## config.mk

```make
export PLATFORM = sky130hd
export DESIGN_NAME = imem_loader
export DESIGN_NICKNAME = d
export VERILOG_FILES = /design/src/rtl/imem_loader.sv
export SDC_FILE = /design/constraint.sdc
export NUM_CORES = 1
export LEC_CHECK = 0
export CORE_MARGIN = 2
export CORE_UTILIZATION = 54
export CTS_BUF_LIST = sky130_fd_sc_hd__clkbuf_4 sky130_fd_sc_hd__clkbuf_8
export DETAILED_ROUTE_END_ITERATION = 8
export HOLD_SLACK_MARGIN = 0.03
export PLACE_DENSITY = 0.81
export SETUP_SLACK_MARGIN = 0.02
export SYNTH_ARGS = -nofsm -noshare
export SYNTH_HDL_FRONTEND = slang
export SYNTH_SLANG_ARGS = --single-unit
```

## constraint.sdc

```tcl
create_clock -name clk -period 3 [get_ports clk]
set_input_delay 0.3 -clock clk [delete_from_list [all_inputs] [get_ports clk]]
set_output_delay 0.3 -clock clk [all_outputs]
set_load 0.05 [all_outputs]
```

## src/rtl/imem_loader.sv

```systemverilog
// Boot loader: assembles big-endian 32-bit words from a byte stream and writes them into instruction RAM.
// Latency: 5 cycles per word (4 byte-accept cycles + 1 write cycle); N==0 loads finish one cycle after start.
// Backpressure: byte_ready is high only in RECV; an offered byte is held by the source until accepted.
module imem_loader #(
    parameter int ADDR_W = 6,
    parameter int DEPTH  = 64
) (
    input  logic              clk,
    input  logic              reset,
    input  logic              start,
    input  logic [ADDR_W:0]   word_count,
    input  logic              byte_valid,
    input  logic [7:0]        byte_data,
    output logic              byte_ready,
    output logic              imem_we,
    output logic [ADDR_W-1:0] imem_addr,
    output logic [31:0]       imem_wd,
    output logic              cpu_reset,
    output logic              busy,
    output logic              done
);

    typedef enum logic [1:0] {
        S_IDLE  = 2'd0,
        S_RECV  = 2'd1,
        S_WRITE = 2'd2,
        S_DONE  = 2'd3
    } state_t;

    localparam logic [ADDR_W:0]   DEPTH_N = DEPTH[ADDR_W:0];
    localparam logic [ADDR_W:0]   ONE_N   = 1;
    localparam logic [ADDR_W-1:0] ONE_IDX = 1;

    state_t            state_q, state_d;
    logic [ADDR_W:0]   n_q, n_d;
    logic [ADDR_W-1:0] idx_q, idx_d;
    logic [1:0]        cnt_q, cnt_d;
    logic [23:0]       acc_q, acc_d;       // first three bytes of the word in flight
    logic              imem_we_q, imem_we_d;
    logic [ADDR_W-1:0] imem_addr_q, imem_addr_d;
    logic [31:0]       imem_wd_q, imem_wd_d;
    logic              cpu_reset_q, cpu_reset_d;
    logic              busy_q, busy_d;
    logic              done_q, done_d;
    logic              accept;
    logic [ADDR_W:0]   start_n;

    // byte_ready is a pure decode of the state register so the source sees it in the same cycle
    assign byte_ready = (state_q == S_RECV);
    assign accept     = byte_valid && byte_ready;
    assign start_n    = (word_count > DEPTH_N) ? DEPTH_N : word_count;

    assign imem_we    = imem_we_q;
    assign imem_addr  = imem_addr_q;
    assign imem_wd    = imem_wd_q;
    assign cpu_reset  = cpu_reset_q;
    assign busy       = busy_q;
    assign done       = done_q;

    // Next-state logic; registered outputs are decoded from the next state so they line up with state_q
    always_comb begin
        state_d     = state_q;
        n_d         = n_q;
        idx_d       = idx_q;
        cnt_d       = cnt_q;
        acc_d       = acc_q;
        imem_addr_d = imem_addr_q;
        imem_wd_d   = imem_wd_q;

        case (state_q)
            S_IDLE, S_DONE: begin
                if (start) begin
                    n_d     = start_n;
                    idx_d   = '0;
                    cnt_d   = '0;
                    state_d = (start_n == '0) ? S_DONE : S_RECV;
                end
            end
            S_RECV: begin
                if (accept) begin
                    acc_d = {acc_q[15:0], byte_data};
                    cnt_d = cnt_q + 2'd1;
                    if (cnt_q == 2'd3) begin
                        state_d     = S_WRITE;
                        imem_addr_d = idx_q;
                        imem_wd_d   = {acc_q, byte_data};
                    end
                end
            end
            S_WRITE: begin
                if ({1'b0, idx_q} == n_q - ONE_N) begin
                    state_d = S_DONE;
                end else begin
                    idx_d   = idx_q + ONE_IDX;
                    cnt_d   = '0;
                    state_d = S_RECV;
                end
            end
            default: state_d = S_IDLE;
        endcase

        imem_we_d   = (state_d == S_WRITE);
        busy_d      = (state_d == S_RECV) || (state_d == S_WRITE);
        done_d      = (state_d == S_DONE);
        cpu_reset_d = (state_d != S_DONE);
    end

    // State and output registers; reset drops straight back to IDLE, abandoning any partial word
    always_ff @(posedge clk or posedge reset) begin
        if (reset) begin
            state_q     <= S_IDLE;
            n_q         <= '0;
            idx_q       <= '0;
            cnt_q       <= '0;
            acc_q       <= '0;
            imem_we_q   <= 1'b0;
            imem_addr_q <= '0;
            imem_wd_q   <= '0;
            cpu_reset_q <= 1'b1;
            busy_q      <= 1'b0;
            done_q      <= 1'b0;
        end else begin
            state_q     <= state_d;
            n_q         <= n_d;
            idx_q       <= idx_d;
            cnt_q       <= cnt_d;
            acc_q       <= acc_d;
            imem_we_q   <= imem_we_d;
            imem_addr_q <= imem_addr_d;
            imem_wd_q   <= imem_wd_d;
            cpu_reset_q <= cpu_reset_d;
            busy_q      <= busy_d;
            done_q      <= done_d;
        end
    end

endmodule
```

## Word level (Yosys, flattened, before mapping)

Cells that the tools add are included.

- Multiplexer cells: 14
- Magnitude comparators: 1
- Add/sub/neg operators: 3
- Equality and inequality tests: 12
- Reductions and logical operators: 11

Operators with widths:

| operator | number |
|---|---|
| $mux W2 | 8 |
| $mux W6 | 2 |
| $pmux W2 S3 | 2 |
| $pmux W6 S2 | 1 |
| $eq A2 B2 Y1 const B | 5 |
| $reduce_and A3 Y1 | 3 |
| $eq A6 B7 Y1 | 1 |
| $gt A7 B7 Y1 const B | 1 |
| $logic_not A7 Y1 | 1 |
| $mux W7 | 1 |
| $sub A7 B1 Y7 const B | 1 |
| $add A6 B1 Y6 const B | 1 |
| $ne A2 B2 Y1 const B | 3 |
| $eq A2 B1 Y1 const B | 2 |
| $reduce_and A2 Y1 | 2 |
| $add A2 B1 Y2 const B | 1 |
| $logic_not A2 Y1 | 1 |
| $ne A2 B1 Y1 const B | 1 |
| $reduce_bool A2 Y1 | 1 |
| $reduce_or A2 Y1 | 1 |
| $logic_and A1 B1 Y1 | 1 |
| $logic_or A1 B1 Y1 | 1 |

- Word-level logic and storage cells: 52
- Register bits after elaboration: 83

## Logic depth before layout (Yosys ltp)

- Depth in word-level cells: 8
- Depth in mapped cells: 9
- Mapped depth without buffers: 9

## Worst setup path before layout

OpenSTA, ideal clock, no wires.

- Path type: register -> register
- Start point: reg state_q[1]
- End point: reg busy_q, in the netlist busy
- Path buffers: 1
- Clock period less this slack: 2460 ps
- Cell stages (with the launch flop): 9
- Path slack: 540 ps
- Data arrival time: 2334 ps
- Required time: 2874 ps
- Cell sequence: dfrtp_1 inv_1 ha_1 nand2_1 inv_1 nand2_1 buf_1 a32oi_1 ha_1

- Word-level cells in the longest chain between the ends: 6

RTL lines:

| element | line | RTL |
|---|---|---|
| start: declaration | 34 | `state_t state_q, state_d;` |
| start signal: assignment | 123 | `state_q <= state_d;` |
| $eq A2 B1 Y1 * | 49 | `assign byte_ready = (state_q == S_RECV);` |
| named net byte_ready | 14 | `output logic byte_ready,` |
| $logic_and A1 B1 Y1 | 50 | `assign accept = byte_valid && byte_ready;` |
| $mux W2 | 80 | `if (accept) begin` |
| $pmux W2 S3 * | 70 | `case (state_q)` |
| named net state_d[1] | 34 |  |
| $eq A2 B1 Y1 or $eq A2 B2 Y1 (tied branches) | 103 | `busy_d = (state_d == S_RECV) \|\| (state_d == S_WRITE);` |
| $logic_or A1 B1 Y1 * | 103 |  |
| named net busy_d | 43 | `logic busy_q, busy_d;` |
| end signal: assignment | 132 | `busy_q <= busy_d;` |
| end: declaration | 43 |  |

The timed path passes the listed nets; every way through them passes the cells marked *.
A chain may end at the register's enable or synchronous reset.

## Worst setup path after layout

- Start point: reg n_q[0]
- End point: reg busy_q, in the netlist busy

- Word-level cells in the longest chain between the ends: 6

RTL lines:

| element | line | RTL |
|---|---|---|
| start: declaration | 35 | `logic [ADDR_W:0] n_q, n_d;` |
| start signal: assignment | 124 | `n_q <= n_d;` |
| $sub A7 B1 Y7 * | 91 | `if ({1'b0, idx_q} == n_q - ONE_N) begin` |
| $eq A6 B7 Y1 * | 91 |  |
| $mux W2 * | 91 |  |
| $pmux W2 S3 * | 70 |  |
| named net state_d[1] | 34 |  |
| $eq A2 B1 Y1 or $eq A2 B2 Y1 (tied branches) | 103 |  |
| $logic_or A1 B1 Y1 * | 103 |  |
| named net busy_d | 43 |  |

Marks and branches as above.

==> impl_metrics.env <==
export IMPL_dr_first_iter_drc_count=114
export IMPL_fin_cells=412
export IMPL_final_max_slew_viol_count=0
export IMPL_hpwlAfterDp_um=4490
export IMPL_postCtsSetupBuffers=0
export IMPL_place_congestion=0.786
export IMPL_num_rows=29
export IMPL_synth_distinct_cells=40
export IMPL_syn_nets=290
export IMPL_grt_pass1_wl_um=11000
export IMPL_critPathCaptureType="register"
export IMPL_avgRoutedWirePerCell_um=15.7
export IMPL_setup_tns_final_ps=0
export IMPL_worstSetupStartpointType="register"
export IMPL_yosysWarnings=0
export IMPL_cp_slowest_cell="dfrtp_1"
export IMPL_cts_tree="done"
export IMPL_drt_wl_total_um=6480
export IMPL_p_leak_nw=2.06
export IMPL_synthFlopType="dfrtp_1"
export IMPL_ant_nets=0
export IMPL_cp_top_family="adder cells"
export IMPL_grt_antenna_before_repair=0
export IMPL_syn_area_sq_um=3540
export IMPL_path_clk_slew_ps=80
export IMPL_ys_seq_area_share_pct=58.7
export IMPL_globalRouteOverflowTotal=0
export IMPL_cts_root_buf="clkbuf_8"
export IMPL_holdWs_ps=326
export IMPL_place_port_buffers=61
export IMPL_htree_levels=3
export IMPL_hold_violations=0
export IMPL_numCtsBuffers=9
export IMPL_worstPathRequired_ps=3230
export IMPL_dieWidth_um=85.0
export IMPL_drt_pass1_iter_count=4
export IMPL_cap_violations=0
export IMPL_clockBufferDepth=2
export IMPL_reg2reg_from="n_q[0]$_DFFE_PP0P_"
export IMPL_powerDensity_nw_per_um2=1160
export IMPL_worstSetupPathType="reg2reg"
export IMPL_max_freq_mhz=414
export IMPL_fin_nets=358
export IMPL_num_antenna_cells=0
export IMPL_grt_pass1_vias=2312
export IMPL_placed_area_sq_um=4250
export IMPL_route_detailed_drc=0
export IMPL_area_delta_synth_final_pct=26.4
export IMPL_synthCells=262
export IMPL_path_cells="inv_1 -> ha_1 -> nor3b_2 -> xnor2_1 -> nor3_2 -> o21ai_1 -> a32oi_1 -> ha_1"
export IMPL_setup_viol=0
export IMPL_cts_hold_buf=0
export IMPL_clkLatencyLatePin_ps=350
export IMPL_synth_avg_cell_area_sq_um=13.5
export IMPL_dpl_cell_count=396
export IMPL_max_stage_delay_ps=440
export IMPL_die_area_sq_um=7220
export IMPL_arrival_ps=2650
export IMPL_drive_gt1_share_pct=26.3
export IMPL_grt_max_degree=40
export IMPL_rrSetupSlack_ps=590
export IMPL_start_util_pct=55.8
export IMPL_reg2reg_to="busy$_DFF_PP0_"
export IMPL_outcome="complete, no violations"
export IMPL_worstHoldPathType="in2async"
export IMPL_clock_sinks=83
export IMPL_relSlewSlack_pct=60.2
export IMPL_vias=2254
export IMPL_final_area_sq_um=4480
export IMPL_grt_setup_unrepaired="false"
export IMPL_tightest_slew_ps=597
export IMPL_period_share_pct=80.5
export IMPL_critPathMaxFanout=6
export IMPL_ir_drop_mv=0.661
export IMPL_period_minus_slack_ps=2410
export IMPL_synth_edf_count=0
export IMPL_path_common_cell="ha_1"
export IMPL_ios=62
export IMPL_fin_skew_ps=9.04
export IMPL_grt_usage_pct=19.5
export IMPL_worstPathBufferInverterCount=1
export IMPL_yosys_register_bits=83
export IMPL_r2r_worst_path_cells=8
export IMPL_viasPerCell=5.47
export IMPL_ctsResizeCount=0
export IMPL_synthArstFlopShare_pct=100
export IMPL_power_mw=5.18
export IMPL_core_area_sq_um=6350
export IMPL_die_h_um=85.0
export IMPL_crit_start="n_q[0]$_DFFE_PP0P_"
==> where the power goes <==
| part | leakage [nW] | internal (mW) | switching [mW] |
|---|---|---|---|
| combinational | 0.874 | 0.991 | 1.42 |
| sequential | 1.07 | 1.57 | 0.297 |
| clock | 0.111 | 0.492 | 0.403 |
==> metal layers <==
metal	share of wire (%)	global-route usage [%]	wire length (um)	vias to the layer above
met5	0	0	0	-
li1	-	-	-	1063
met2	49	30.5	3160	46
met3	3.4	3.79	220	15
met4	2.5	9.67	163	0
met1	45	26.2	2930	1130
==> state kept, by name, indices dropped and copies added, names as in the netlist <==
signal     count
acc_q         24
idx_q          6
busy           1
cpu_reset      1
imem_addr      6
state_q        2
done           1
cnt_q          2
imem_we        1
n_q            7
imem_wd       32
==> metrics by stage <==
stage               util (%)  setup slack [ps]
finish                  70.5               585
global route            70.5               368
CTS                     70.5               573
detailed placement      67.0               622
global placement        67.0               711
floorplan                  -               540
==> cell usage in the layout, fill, tap and decap left out, types with 3 or more instances in the layout <==
master,synthesis,layout
nand3_1,8,8
nor3_1,6,6
ha_1,9,9
nand2b_1,9,9
a32o_1,3,3
inv_1,10,9
mux2_2,62,62
nand2_1,16,15
xnor2_1,4,4
dfrtp_1,82,82
clkbuf_8,0,9
o21ai_0,10,10
buf_4,0,4
clkdlybuf4s50_1,0,61
nor2_1,4,4
xor2_1,3,3
==> synthesized netlist by cell type (2+ instances only) <==
| cell | count | share of area, % |
|---|---|---|
| a21oi_1 | 2 | 0.28 |
| a22o_1 | 2 | 0.49 |
| a32o_1 | 3 | 0.85 |
| buf_1 | 4 | 0.42 |
| clkbuf_1 | 3 | 0.32 |
| dfrtp_1 | 82 | 58 |
| ha_1 | 9 | 3.2 |
| inv_1 | 10 | 1.1 |
| mux2_2 | 62 | 20 |
| mux2i_1 | 2 | 0.57 |
| nand2_1 | 16 | 1.7 |
| nand2b_1 | 9 | 1.6 |
| nand3_1 | 8 | 1.1 |
| nor2_1 | 4 | 0.42 |
| nor3_1 | 6 | 0.85 |
| o21ai_0 | 10 | 1.4 |
| o21ai_1 | 2 | 0.28 |
| xnor2_1 | 4 | 0.99 |
| xor2_1 | 3 | 0.74 |
==> how the worst max path moves through the flow <==
stage	to	slack [ps]	depth (start not counted)
6_report	busy$_DFF_PP0_	590	8
4_1_cts	busy$_DFF_PP0_	570	8
2_1_floorplan	busy$_DFF_PP0_	540	8
5_1_grt	busy$_DFF_PP0_	370	8
3_5_place_dp	busy$_DFF_PP0_	620	8
3_3_place_gp	busy$_DFF_PP0_	710	8
==> logic make-up (layout without fill, tap and decap cells) <==
kind of cell / Yosys count / in the layout / share of synthesized area, %
adders and majority gates: 9 / 9 / 3.18
AOI/OAI and AO/OA: 27 / 27 / 5.69
buffers and inverters: 18 / 91 / 1.94
xor gates and xnor gates: 8 / 8 / 2.37
DFF: 83 / 83 / 58.7
and+or+nand+nor: 53 / 53 / 7.88
muxes: 64 / 64 / 20.3
==> layout make-up <==
cell class / instances / area (sq um)
clock buffer: 11 / 139
clock inverter: 5 / 85.1
fill: 443 / 1870
inverter: 10 / 38.8
multi-input combinational: 161 / 1400
sequential: 83 / 2080
tap: 77 / 96.3
timing repair buffer: 65 / 641
No activity file was read; power rests on OpenSTA's default activity.
